--- config.mk ---
export PLATFORM = sky130hd
export DESIGN_NAME = m_dmem_lsu
export DESIGN_NICKNAME = d
export VERILOG_FILES = /design/src/rtl/m_dmem_lsu.sv
export SDC_FILE = /design/constraint.sdc
export NUM_CORES = 2
export LEC_CHECK = 0
export ABC_CLOCK_PERIOD_IN_PS = 9900
export CAP_MARGIN = 20
export CORE_MARGIN = 2
export CORE_UTILIZATION = 59
export DETAILED_ROUTE_END_ITERATION = 8
export PLACE_DENSITY = 0.76
export SETUP_SLACK_MARGIN = 0.1
export SLEW_MARGIN = 20
export SYNTH_ARGS = -nofsm -noshare
export SYNTH_HDL_FRONTEND = slang
export SYNTH_SLANG_ARGS = --single-unit
--- constraint.sdc ---
create_clock -name w_clk -period 9.9 [get_ports w_clk]
set_clock_uncertainty 0.15 [all_clocks]
set_input_delay 1.485 -clock w_clk [delete_from_list [all_inputs] [get_ports w_clk]]
set_output_delay 1.485 -clock w_clk [all_outputs]
set_load 0.02 [all_outputs]
--- src/rtl/m_dmem_lsu.sv ---
// ---------------------------------------------------------------------------
// m_dmem_lsu
// Handshaked data memory for the RISC-V memory stage. Byte, halfword and word
// loads/stores (little-endian), sign/zero extension on loads, and a fixed
// number of wait states between accepting a request and responding.
//
// Optional feature macro: DMEM_ALIGN_CHECK_EN
//   defined     -> misaligned halfword/word accesses are rejected (w_err=1)
//   not defined -> halfword ignores w_adr[0], word ignores w_adr[1:0]
//
// Parameters:
//   ADDR_W  - word-address bits, depth = 2**ADDR_W words of 32 bits
//   LATENCY - wait-state cycles between accept and response (1..15)
//
// Ports:
//   w_clk    in   clock, rising edge
//   w_rst    in   asynchronous active-high reset
//   w_req    in   access request, accepted when w_ready=1
//   w_we     in   1 = store, 0 = load
//   w_funct3 in   RISC-V funct3 (size / sign)
//   w_adr    in   byte address (upper bits beyond the array wrap)
//   w_wd     in   right-aligned store data
//   w_ready  out  block idle
//   w_valid  out  one-cycle response strobe
//   w_rd     out  extended load data (0 for stores and errors)
//   w_err    out  access rejected (illegal funct3 or misaligned)
// ---------------------------------------------------------------------------
module m_dmem_lsu #(
  parameter int ADDR_W  = 6,
  parameter int LATENCY = 1
) (
  input  logic        w_clk,
  input  logic        w_rst,
  input  logic        w_req,
  input  logic        w_we,
  input  logic [2:0]  w_funct3,
  input  logic [31:0] w_adr,
  input  logic [31:0] w_wd,
  output logic        w_ready,
  output logic        w_valid,
  output logic [31:0] w_rd,
  output logic        w_err
);

  localparam int DEPTH = 2 ** ADDR_W;

  typedef enum logic [1:0] {
    S_IDLE = 2'd0,
    S_WAIT = 2'd1,
    S_RESP = 2'd2
  } state_t;

  state_t              state_r;
  state_t              state_nxt_s;
  logic [3:0]          cnt_r;
  logic                we_r;
  logic [2:0]          f3_r;
  logic [ADDR_W+1:0]   adr_r;
  logic [31:0]         wd_r;
  logic [31:0]         rd_r;
  logic                err_r;

  // Contents start at zero and are deliberately untouched by reset.
  logic [31:0]         mem_r [DEPTH] = '{default: 32'h0000_0000};

  logic                accept_s;
  logic                done_s;
  logic [ADDR_W-1:0]   idx_s;
  logic [31:0]         word_s;
  logic [31:0]         shifted_s;
  logic [7:0]          lane_s;
  logic [15:0]         half_s;
  logic                misal_s;
  logic                err_s;
  logic [31:0]         ld_s;
  logic [3:0]          wmask_s;
  logic [31:0]         wdat_s;
  logic                unused_s;

  // Address bits above the array are ignored so accesses wrap.
  assign unused_s = ^w_adr[31:ADDR_W+2];

  assign accept_s  = (state_r == S_IDLE) && w_req;
  assign done_s    = (state_r == S_WAIT) && (cnt_r == 4'd0);
  assign idx_s     = adr_r[ADDR_W+1:2];
  assign word_s    = mem_r[idx_s];
  assign shifted_s = word_s >> {adr_r[1:0], 3'b000};
  assign lane_s    = shifted_s[7:0];
  assign half_s    = adr_r[1] ? word_s[31:16] : word_s[15:0];

  // Misalignment detection for the latched access.
  always_comb begin
    misal_s = 1'b0;
`ifdef DMEM_ALIGN_CHECK_EN
    case (f3_r[1:0])
      2'b01:   misal_s = adr_r[0];
      2'b10:   misal_s = (adr_r[1:0] != 2'b00);
      default: misal_s = 1'b0;
    endcase
`else
    misal_s = 1'b0;
`endif
  end

  // Decode the latched access into load data, store lanes and error flag.
  always_comb begin
    err_s   = 1'b0;
    ld_s    = 32'h0000_0000;
    wmask_s = 4'b0000;
    wdat_s  = 32'h0000_0000;
    if (we_r) begin
      case (f3_r)
        3'b000: begin
          wmask_s = 4'b0001 << adr_r[1:0];
          wdat_s  = {4{wd_r[7:0]}};
        end
        3'b001: begin
          wmask_s = adr_r[1] ? 4'b1100 : 4'b0011;
          wdat_s  = {2{wd_r[15:0]}};
        end
        3'b010: begin
          wmask_s = 4'b1111;
          wdat_s  = wd_r;
        end
        default: err_s = 1'b1;
      endcase
    end else begin
      case (f3_r)
        3'b000:  ld_s = {{24{lane_s[7]}}, lane_s};
        3'b100:  ld_s = {24'h00_0000, lane_s};
        3'b001:  ld_s = {{16{half_s[15]}}, half_s};
        3'b101:  ld_s = {16'h0000, half_s};
        3'b010:  ld_s = word_s;
        default: err_s = 1'b1;
      endcase
    end
    // A rejected access neither writes nor returns data.
    if (misal_s) begin
      err_s   = 1'b1;
      ld_s    = 32'h0000_0000;
      wmask_s = 4'b0000;
    end else if (err_s) begin
      ld_s    = 32'h0000_0000;
      wmask_s = 4'b0000;
    end else begin
      ld_s    = ld_s;
    end
  end

  // FSM state register.
  always_ff @(posedge w_clk or posedge w_rst) begin
    if (w_rst) begin
      state_r <= S_IDLE;
    end else begin
      state_r <= state_nxt_s;
    end
  end

  // FSM next-state logic.
  always_comb begin
    state_nxt_s = state_r;
    case (state_r)
      S_IDLE: begin
        if (w_req) state_nxt_s = S_WAIT;
        else       state_nxt_s = S_IDLE;
      end
      S_WAIT: begin
        if (cnt_r == 4'd0) state_nxt_s = S_RESP;
        else               state_nxt_s = S_WAIT;
      end
      S_RESP:  state_nxt_s = S_IDLE;
      default: state_nxt_s = S_IDLE;
    endcase
  end

  // Request latch, wait-state counter and registered response.
  always_ff @(posedge w_clk or posedge w_rst) begin
    if (w_rst) begin
      cnt_r <= 4'd0;
      we_r  <= 1'b0;
      f3_r  <= 3'b000;
      adr_r <= '0;
      wd_r  <= 32'h0000_0000;
      rd_r  <= 32'h0000_0000;
      err_r <= 1'b0;
    end else begin
      if (accept_s) begin
        cnt_r <= 4'(LATENCY - 1);
        we_r  <= w_we;
        f3_r  <= w_funct3;
        adr_r <= w_adr[ADDR_W+1:0];
        wd_r  <= w_wd;
      end else if ((state_r == S_WAIT) && (cnt_r != 4'd0)) begin
        cnt_r <= cnt_r - 4'd1;
      end
      if (done_s) begin
        rd_r  <= ld_s;
        err_r <= err_s;
      end
    end
  end

  // Store commit on the final wait edge; a reset in flight suppresses it.
  always_ff @(posedge w_clk) begin
    if (done_s && !w_rst) begin
      for (int i = 0; i < 4; i++) begin
        if (wmask_s[i]) mem_r[idx_s][8*i +: 8] <= wdat_s[8*i +: 8];
      end
    end
  end

  assign w_ready = (state_r == S_IDLE);
  assign w_valid = (state_r == S_RESP);
  assign w_rd    = rd_r;
  assign w_err   = err_r;

endmodule

==> impl_metrics.yaml <==
floorplan:
  dieArea_sq_um: 142000
  placeableCoreArea_sq_um: 138000
  start_util: 0.596
  die_x_um: 377
  die_h_um: 377
  rows: 136
  io_pins: 106
power_and_ir_drop:
  leakagePower_uw: 0.0288
  p_seq_frac: 0.406
  sw_frac_of_total: 0.371
  clkPwrFrac: 0.262
  p_per_area_nw_per_um2: 303
  finalPower_uw: 27500
  p_int_uw: 17300
  p_sw_uw: 10200
  vdd.ir_drop.worst_v: 0.000288
  comb_power_share: 0.332
synth:
  ys_seq_elements: 2131
  synthFlopType: "edfxtp_1"
  yosysUniqueCellTypes: 83
  postSynthAreaPerCell_sq_um: 17.0
  yosys_warnings: 0
  synth_area_sq_um: 82000
  synthTopCellsByCount: "2048 x edfxtp_1, 394 x nor2_1, 313 x a22oi_1, 284 x a221oi_1, 187 x clkbuf_1"
  ys_seq_area_frac: 0.775
  synthTopCellsByArea: "edfxtp_1 75%, a221oi_1 3.0%, a22oi_1 2.9%, dfrtp_1 2.5%, mux2i_1 2.1%"
  synth_fp_nets: 4909
  synthCells: 4836
  synth_top_cell_area_share: 0.750
  async_flop_share: 0.0389
  synth_area_leader_cell: "edfxtp_1"
  synth_edf_count: 2048
  yosys.cell_count.top_type: "edfxtp_1"
critical_path:
  critPathSlowestCell: "dfrtp_4"
  reg2regPathDepth: 10
  endpoint_kind: "flip-flop"
  arrival_ps: 6700
  reg2reg_to: "w_rd[5]"
  cp_max_fo: 51
  path_class: "reg -> reg"
  path_cells: "buf_4 -> clkinv_2 -> buf_4 -> a221o_1 -> a222oi_1 -> o22ai_1 -> a221oi_1 -> a21boi_0 -> o21ai_0 -> o211ai_1"
  slowest_delay_ps: 950
  rrSetupSlack_ps: 3720
  cp-start-kind: "flip-flop"
  cp_data_required_time_ps: 10410
  cp_common_cell: "buf_4"
  crit_start: "adr_r[2]"
  r2r-start: "adr_r[2]"
layout:
  nets: 4946
  drive_above_1_share: 0.124
  fillers: 8850
  final_cells: 6831
  area_growth_pct: 10.9
  multi_input_area_sq_um: 17200
  ff_latch_area_sq_um: 63600
sta:
  whs_ps: 359
  worstMarginPinSlew_ps: 1320
  setup_viol: 0
  fin_crit_sh: 0.625
  hold_violations: 0
  relSlewSlack: 0.116
  maxSlewViolCount: 0
  fin_ws_ps: 3720
  fin_setup_tns_ps: 0
  max_freq_mhz: 162
  rsz0062_at_grt: "false"
  post-route-min-period_ps: 6180
clock_network:
  cts_tree: "built"
  cts_resized: 0
  cts.clk_slew.worst_paths_ps: 60
  htreeDepth: 4
  cts_hold_buf: 0
  clk_path_buf_depth: 3
  worstSkewPairLatency_ps: 870
  cts_setup_buffers: 0
  cts-root-buf: "clkbuf_16"
  clock-sinks: 2131
  cts_made_buffers: 195
detailed_routing:
  drtIter0Drc: 9145
  via_per_inst: 7.40
  dr_total_vias: 50500
  postRouteAntennaNets: 0
  drcViolationCount: 3
  routed_wl_mm: 254
  dr.pass1.iters: 9
  wl_per_cell_um: 37.1
outcome:
  status: "finished, violations left"
  violations: "design-rule violations"
grt:
  grt_max_degree: 92
  grt_pass1_vias: 47600
  antenna_found_initial: 23
  grt_pass1_wl_mm: 351
  gr-total-overflow: 0
  grt.total_usage: 0.354
placement:
  place_hpwl_mm: 145
  dp.cells: 6470
  pre_cts_ws_ps: 4240
  gp_congestion: 0.924
  port_buffers: 81
worst_hold_path:
  worstHoldStart: "wd_r[24]"
  min_to: "wd_r[24]"
  min_path_type: "reg -> reg"
  hold_depth: 1
flow_run:
  maxCapViolCount: 0
## worst max-delay path by stage
stage                   end  slack, ps
6_report            w_rd[5]       3720
5_1_grt            w_rd[23]       3970
4_1_cts            w_rd[23]       4180
3_5_place_dp       w_rd[23]       4240
3_3_place_gp        w_rd[5]       4260
2_1_floorplan  mem_r[10][0]       4840
## area by class of cell
cell class / instances / area share
Sequential cell: 2131 / 0.700
Multi-Input combinational cell: 2335 / 0.189
Clock buffer: 250 / 0.0569
Tap cell: 1794 / 0.0247
Timing Repair Buffer: 197 / 0.0201
Clock inverter: 89 / 0.00844
Antenna cell: 22 / 0.000606
Inverter: 13 / 0.000592
## cell usage in the layout, fill, tap and decap left out, types with 22 or more instances in the layout
master	n
a221oi_1	284
dfrtp_1	80
o22ai_1	81
nand2_1	164
clkinv_1	43
nor2b_1	24
edfxtp_1	2048
clkbuf_16	199
a21oi_1	101
a22o_1	63
mux2_2	140
a222oi_1	30
a31oi_1	53
o21ai_0	96
diode_2	22
clkinv_2	26
nor2_1	365
clkdlybuf4s50_1	81
a221o_1	66
mux2i_1	173
buf_4	104
clkbuf_1	51
nand4_1	23
nor2_4	27
a22oi_1	313
## state kept, by name, indices dropped and copies added, names as in the netlist
| name | cells |
|---|---|
| cnt_r | 4 |
| adr_r | 8 |
| w_err | 1 |
| wd_r | 32 |
| we_r | 1 |
| mem_r | 2048 |
| f3_r | 3 |
| state_r | 2 |
| w_rd | 32 |
## logic make-up (layout without fill, tap and decap cells)
kind of cell	after synthesis	count (layout)	synth area share
xor+xnor	3	3	0.000321
fa+ha+maj	2	2	0.000305
compound gates	1230	1230	0.115
other cells	0	22	0
buf+inv	370	549	0.0197
simple gates	758	758	0.0422
mux	342	342	0.0471
flops	2131	2131	0.775
## metrics by stage
step | area, sq um | util
final | 90900 | 0.660
after global routing | 90800 | 0.660
after CTS | 90800 | 0.660
after detailed placement | 84900 | 0.617
after global placement | 84900 | 0.616
after floorplan | 82000 | -
## power groups by stage
stage | combinational, uW | sequential (uW) | clock, uW
after global routing | 9150 | 11200 | 7510
after CTS | 8620 | 11200 | 7170
after floorplan | 4800 | 11300 | 0
after detailed placement | 8580 | 11400 | 0
after global placement | 8380 | 11400 | 0
final | 9130 | 11200 | 7210
## critical path: cells and delay by family (launching register included)
kind | cells | cell delay, ps
AOI/OAI and AO/OA | 7 | 2690
buffers and inverters | 3 | 2090
DFF | 1 | 950
## metal layers
layer,vias to the layer above,global-route usage,routed length (um)
met4,24,0.239,20200
met1,25000,0.452,82900
met3,1014,0.140,41300
met2,4564,0.502,109000
li1,19900,-,-
met5,-,0,193
No activity file was read; power rests on OpenSTA's default activity.
